$ cat src/rtl/jmb_kxk_window_stream.sv
`timescale 1ns/1ps
`default_nettype none
// jmb_kxk_window_stream: KxK sliding-window generator for raster-order pixel streams.
// Emits only windows lying fully inside the frame, tagged with the window-centre row/column.
module jmb_kxk_window_stream #(
  parameter int PIXEL_WIDTH  = 8,
  parameter int IMAGE_WIDTH  = 10,
  parameter int IMAGE_HEIGHT = 100,
  parameter int K            = 3
) (
  input  logic                            clock,
  input  logic                            reset_n,
  input  logic                            in_valid,
  input  logic                            in_sof,
  input  logic [PIXEL_WIDTH-1:0]          in_data,
  output logic                            out_valid,
  output logic [K*K*PIXEL_WIDTH-1:0]      out_window,
  output logic [$clog2(IMAGE_HEIGHT)-1:0] out_row,
  output logic [$clog2(IMAGE_WIDTH)-1:0]  out_col,
  output logic                            frame_done
);
  localparam int CW = $clog2(IMAGE_WIDTH);
  localparam int RW = $clog2(IMAGE_HEIGHT);
  localparam logic [CW-1:0] C_COL_LAST  = CW'(IMAGE_WIDTH - 1);
  localparam logic [CW-1:0] C_COL_FIRST = CW'(K - 1);
  localparam logic [CW-1:0] C_COL_HALF  = CW'((K - 1) / 2);
  localparam logic [RW-1:0] C_ROW_LAST  = RW'(IMAGE_HEIGHT - 1);
  localparam logic [RW-1:0] C_ROW_FIRST = RW'(K - 1);
  localparam logic [RW-1:0] C_ROW_HALF  = RW'((K - 1) / 2);

  logic [CW-1:0]              col_q, col_d, col_cur;
  logic [RW-1:0]              row_q, row_d, row_cur;
  logic [PIXEL_WIDTH-1:0]     win_q [K][K];
  logic [PIXEL_WIDTH-1:0]     win_d [K][K];
  logic [PIXEL_WIDTH-1:0]     lb_rd [K-1];
  logic [K*K*PIXEL_WIDTH-1:0] win_flat;
  logic                       emit;
  logic                       last_pix;

  // A qualified start-of-frame forces the pixel to (0,0) regardless of the counters.
  assign col_cur = (in_valid && in_sof) ? '0 : col_q;
  assign row_cur = (in_valid && in_sof) ? '0 : row_q;

  assign emit     = in_valid && (row_cur >= C_ROW_FIRST) && (col_cur >= C_COL_FIRST);
  assign last_pix = in_valid && (row_cur == C_ROW_LAST) && (col_cur == C_COL_LAST);

  // Line buffer g holds line (row-1-g); reads return pre-write data at the same address.
  generate
    for (genvar g = 0; g < K - 1; g++) begin : g_linebuf
      logic [PIXEL_WIDTH-1:0] mem [IMAGE_WIDTH];
      assign lb_rd[g] = mem[col_cur];
      if (g == 0) begin : g_first
        always_ff @(posedge clock) begin
          if (reset_n && in_valid) mem[col_cur] <= in_data;
        end
      end else begin : g_chain
        always_ff @(posedge clock) begin
          if (reset_n && in_valid) mem[col_cur] <= lb_rd[g-1];
        end
      end
    end
  endgenerate

  always_comb begin
    win_d = win_q;
    col_d = col_q;
    row_d = row_q;
    if (in_valid) begin
      for (int r = 0; r < K; r++) begin
        for (int c = 0; c < K - 1; c++) begin
          win_d[r][c] = win_q[r][c+1];
        end
      end
      for (int r = 0; r < K - 1; r++) begin
        win_d[r][K-1] = lb_rd[K-2-r];
      end
      win_d[K-1][K-1] = in_data;
      if (col_cur == C_COL_LAST) begin
        col_d = '0;
        row_d = (row_cur == C_ROW_LAST) ? '0 : row_cur + 1'b1;
      end else begin
        col_d = col_cur + 1'b1;
        row_d = row_cur;
      end
    end
  end

  always_comb begin
    win_flat = '0;
    for (int r = 0; r < K; r++) begin
      for (int c = 0; c < K; c++) begin
        win_flat[((r*K)+c)*PIXEL_WIDTH +: PIXEL_WIDTH] = win_d[r][c];
      end
    end
  end

  always_ff @(posedge clock) begin
    if (!reset_n) begin
      col_q      <= '0;
      row_q      <= '0;
      out_valid  <= 1'b0;
      frame_done <= 1'b0;
      out_window <= '0;
      out_row    <= '0;
      out_col    <= '0;
      for (int r = 0; r < K; r++) begin
        for (int c = 0; c < K; c++) begin
          win_q[r][c] <= '0;
        end
      end
    end else begin
      col_q      <= col_d;
      row_q      <= row_d;
      win_q      <= win_d;
      out_valid  <= emit;
      frame_done <= last_pix;
      if (emit) begin
        out_window <= win_flat;
        out_row    <= row_cur - C_ROW_HALF;
        out_col    <= col_cur - C_COL_HALF;
      end
    end
  end
endmodule
`default_nettype wire

$ cat config.mk
export PLATFORM = sky130hd
export DESIGN_NAME = jmb_kxk_window_stream
export DESIGN_NICKNAME = d
export VERILOG_FILES = /design/src/rtl/jmb_kxk_window_stream.sv
export SDC_FILE = /design/constraint.sdc
export NUM_CORES = 1
export LEC_CHECK = 0
export BUFFER_PORTS_ARGS = -buffer_cell sky130_fd_sc_hd__buf_2
export CORE_MARGIN = 2
export CORE_UTILIZATION = 42
export CTS_BUF_LIST = sky130_fd_sc_hd__clkbuf_2
export CTS_CLUSTER_SIZE = 24
export DETAILED_ROUTE_END_ITERATION = 6
export PLACE_DENSITY_LB_ADDON = 0.12
export SLEW_MARGIN = 20
export SYNTH_ARGS = -nofsm -noshare
export SYNTH_HDL_FRONTEND = slang
export SYNTH_SLANG_ARGS = --single-unit
$ cat constraint.sdc
create_clock -name clock -period 8.9 [get_ports clock]
set_clock_uncertainty 0.2 [all_clocks]
set_input_delay 1.78 -clock clock [delete_from_list [all_inputs] [get_ports clock]]
set_output_delay 1.78 -clock clock [all_outputs]
set_load 0.03 [all_outputs]
# After elaboration in Yosys (flattened, before gate mapping)
# Memories as Yosys holds them, arrays and structs flattened.
# Index checks and enable logic that the tools add are counted.
# totals
mem_count	2
ff_bits	168
word_cells	40
in_bits	12
ram_bits	160
latchBits	0
romBits	0
out_inout_bits	85
# memory_table
name	words	width	rd	rd_ports_with_merged_regs	wr	line	text
g_linebuf[0].mem	10	8	1	0	1	50	logic [PIXEL_WIDTH-1:0] mem [IMAGE_WIDTH];
g_linebuf[1].mem	10	8	1	0	1	50	
# classes
n_eq_ne	2
n_reduce_logical	6
addsub	4
muxes	8
n_shift	0
div	0
magnitude_cmp	2
mul	0
n_bitwise	0
# ops
op	count
$mux 72	1
$mux 7	3
$mux 4	2
$add 7x1->7 const B	1
$eq 7x7->1 const B	1
$ge 7x2->1 const B	1
$sub 7x1->7 const B	1
$logic_and 1x1->1	6
$add 4x1->4 const B	1
$eq 4x4->1 const B	1
$ge 4x2->1 const B	1
$sub 4x1->4 const B	1
$mux 1	2

# Logic depth before layout (Yosys ltp)
# depth
word_depth	5
depth_mapped	13
ltp_nobuf	8

# Worst setup path before layout
# OpenSTA, ideal clock, no wires.
# synth_timing
path_type	input port to flip-flop
from	in in_sof
to	mem g_linebuf[0].mem[9][0] (enable)
setup_ns	0.411
cell_stages	7
path_buffers	3
required_time_ns	8.289
path_slack_ns	4.332
arrival_ns	3.957
cell_sequence	buf_4 > a21bo_1 > buf_2 > buf_2 > ha_1 > nand3b_1 > nor3_1
# synth_via
elab_chain_len	2
# synth_rtl
element	line	text
start: declaration	14	input logic in_sof,
$logic_and 1x1->1	41	assign col_cur = (in_valid && in_sof) ? '0 : col_q;
$mux 4	41	
end: declaration	50	
# Every way passes these cells.

# Worst setup path in the final report
# layout_timing
from	in in_valid
to	reg out_window[71]
# layout_via
elab_chain_len	5
word_cells_on_any_way	8
classes_between	order compare (2); mux (3); reduce/logical (3)
# layout_rtl
element	line	text
start: declaration	13	input logic in_valid,
$logic_and 1x1->1	41, 42	
$mux 7	42	assign row_cur = (in_valid && in_sof) ? '0 : row_q;
$ge 7x2->1	44	assign emit = in_valid && (row_cur >= C_ROW_FIRST) && (col_cur >= C_COL_FIRST);
$logic_and 1x1->1 (2 in a row)	44	
end signal: assignment	118	out_window <= win_flat;
end: declaration	17	output logic [K*K*PIXEL_WIDTH-1:0] out_window,
# Parallel ways exist; a longest one is shown, timed or not.
# A chain may end at the register's enable or synchronous reset.

==> metrics.csv <==
stage,metric,value,unit
outcome,status,finished clean,
clock_tree,post_cts_buffers,0,
timing,timing.final.crit_period,4710,ps
die,initial_core_util,42.6,%
finish,final_cell_mix,"dfxtp_1, edfxtp_1, clkbuf_2, buf_2, mux2i_1",
clock_tree,ctsResizeCount,0,
die,die_x,180,um
detailed_routing,avgViaCountPerCell,5.29,
global_route,antenna_found_initial,1,
finish,multi_input_area,0.00433,mm^2
worst_setup_path,critPathMaxFanout,94,
clock_tree,cts_buffers,85,
global_route,grt_use_total,18.2,%
placement,place_congestion,0.767,
finish,layout-drive-gt1-share,23.7,%
synthesis,synth_seq_cells,328,
pwr,clockPowerShare,36.4,%
worst_setup_path,cp_slowest_cell,buf_4,
timing,worst_slack,4190,ps
timing,fin_crit_sh,52.9,%
detailed_routing,drc_errors,0,
detailed_routing,vias,8433,
clock_tree,postCtsHoldBufs,0,
clock_tree,cts_root_buf,clkbuf_2,
pwr,p_int,2.09,mW
pwr,p_leak,6.35,nW
die,core.rowCount,64,
timing,rsz0062_at_grt,no,
timing,fmax,212,MHz
global_route,grt_max_degree,98,
clock_tree,cts_tree,built,
worst_setup_path,worst-setup-path-type,primary input to register,
timing,hold_slack,259,ps
clock_tree,htree_levels,3,
global_route,overflow,0,
pwr,seqPwrFrac,57.7,%
timing,slew-limit-headroom,29.4,%
synthesis,yosysSeqAreaShare,62.9,%
min_path,hold_path.startpoint,out_row[6],
pwr,p_per_area,195,mW/mm^2
detailed_routing,drt-initial-drc-count,564,
synthesis,synth_edf_count,160,
min_path,hp-class,register to register,
worst_setup_path,timing.rr.start,col_q[1],
finish,final_common_cell,dfxtp_1,
worst_setup_path,startpoint,in_valid,
synthesis,async_reset_ff_share,0,%
die,die-area,0.0324,mm^2
detailed_routing,first_pass_iters,5,
synthesis,syn-cell-area,0.0130,mm^2
global_route,grt_pass1_vias,8336,
finish,nets,1157,
clock_tree,numClockSinks,328,
die,pin_count,97,
worst_setup_path,cp.required,9400,ps
finish,regArea,0.00817,mm^2
flow_run,max_cap_viol_count,0,
timing,worstMarginPinSlew,1060,ps
pwr,vdd.ir_drop.worst,89.1,uV
synthesis,synth.net_count,1033,
detailed_routing,wl,29800,um
placement,dp.cells,1445,
pwr,p_sw_share,26.0,%
synthesis,ys.flop_type,dfxtp_1,
detailed_routing,wl_per_cell,18.7,um
synthesis,synthCells,1013,
die,die-height,180,um
synthesis,synth_warnings,0,
worst_setup_path,crit_path_end_kind,register,
timing,slew_violations,0,
finish,area_growth,11.3,%
global_route,grt_pass1_wl,46800,um
placement,place_area,0.0137,mm^2
placement,post-place-ws,3330,ps
clock_tree,clk_pin_slew_worst_paths,80,ps
synthesis,avgSynthCellArea,12.8,um^2
finish,layout.cells.non_filler,1594,
finish,final_area,0.0145,mm^2
synthesis,synth_cell_types,61,
clock_tree,clockBufferDepth,3,
timing,finalSetupTns,0,ps
worst_setup_path,cp_cell_sequence,buf_4 -> nand2_2 -> and2_1 -> ha_1 -> a21oi_1 -> nor3_4 -> buf_4 -> buf_4 -> nand2_1 -> o211a_1,
placement,port_buffers,96,
timing,setup_violations,0,
worst_setup_path,arrival,5210,ps
timing,hold_viol,0,
die,fp.coreArea,0.0305,mm^2
clock_tree,clock_latency,890,ps
worst_setup_path,start_kind,primary input,
worst_setup_path,crit_path_frequent_cell,buf_4,
finish,fill_cells,2879,
detailed_routing,antenna_left,0,
pwr,combPwrFrac,5.9,%
worst_setup_path,slowest_delay,780,ps
pwr,p_switching,732,uW
placement,dp_hpwl,17500,um
==> cell type report <==
type,instances,share of cell area (%)
flip-flops and latches,328,56.5
multi-input cells,591,29.9
clock buffers,129,4.46
repair buffers,117,4.46
well taps,396,3.43
clock inverters,18,0.865
inverters,14,0.363
diodes,1,0.0173
==> worst max-delay path: cells and delay by family <==
| kind | cells | cell delay, ps |
|---|---|---|
| AO/OA/AOI/OAI | 2 | 300 |
| adder cells (fa/ha/maj) | 1 | 210 |
| buffers and inverters | 3 | 1640 |
| AND/OR/NAND/NOR | 4 | 1220 |
==> cells by family (layout without fill, tap and decap cells) <==
group | count (synthesis) | count (layout) | share of synthesized area (%)
and+or+nand+nor | 242 | 242 | 9.63
DFF | 328 | 328 | 62.9
muxes | 104 | 104 | 8.87
xor gates and xnor gates | 5 | 5 | 0.337
other | 0 | 1 | 0
adders and majority gates | 8 | 8 | 0.771
AOI/OAI and AO/OA | 232 | 232 | 13.5
buffers and inverters | 94 | 278 | 4.05
==> Yosys cell counts, types with 18 or more instances <==
cell	count	area share, %
a21oi_1	28	1.1
nor2_1	29	0.84
o21ai_0	51	2.0
buf_6	18	1.6
mux2i_1	87	6.7
buf_2	25	0.96
dfxtp_1	168	26
clkbuf_1	35	1.0
o211a_1	66	5.1
nor2b_1	67	3.2
nand2_1	85	2.5
edfxtp_1	160	37
==> power by group through the flow <==
| stage | registers (mW) | logic, mW | clock network [mW] |
|---|---|---|---|
| after detailed placement | 1.66 | 0.170 | 0 |
| final | 1.63 | 0.167 | 1.03 |
| after global routing | 1.63 | 0.184 | 1.13 |
| after CTS | 1.63 | 0.170 | 1.07 |
| after global placement | 1.66 | 0.168 | 0 |
| after floorplan | 1.65 | 0.122 | 0 |
==> path summary, 6_finish.rpt <==
kind                                       end  slack, ps  cells after the start
worst max-delay path            out_window[71]       4190                     10
worst min-delay path                out_row[6]        260                      2
worst max register to register  out_window[71]       4720                     11
worst min register to register      out_row[6]        260                      2
==> through the flow <==
step,power (mW),utilization [%]
floorplan,1.77,-
global placement,1.83,44.8
detailed placement,1.83,44.8
CTS,2.87,47.4
global route,2.95,47.4
finish,2.82,47.4
==> flip-flops by register name, indices dropped and copies added, names as in the netlist <==
signal / flops
g_linebuf.mem: 160
out_window: 72
win_q: 72
out_row: 7
row_q: 7
col_q: 4
out_col: 4
frame_done: 1
out_valid: 1
==> routing by layer <==
| metal | vias to the layer above | GRT usage (%) | wire length, um |
|---|---|---|---|
| met4 | 0 | 7.22 | 763 |
| met2 | 226 | 30.3 | 14300 |
| met1 | 4086 | 23.5 | 13200 |
| met3 | 58 | 3.73 | 1500 |
| met5 | - | 0 | 0 |
| li1 | 4063 | - | - |
Note: power is estimated with default switching activity, not from simulation.
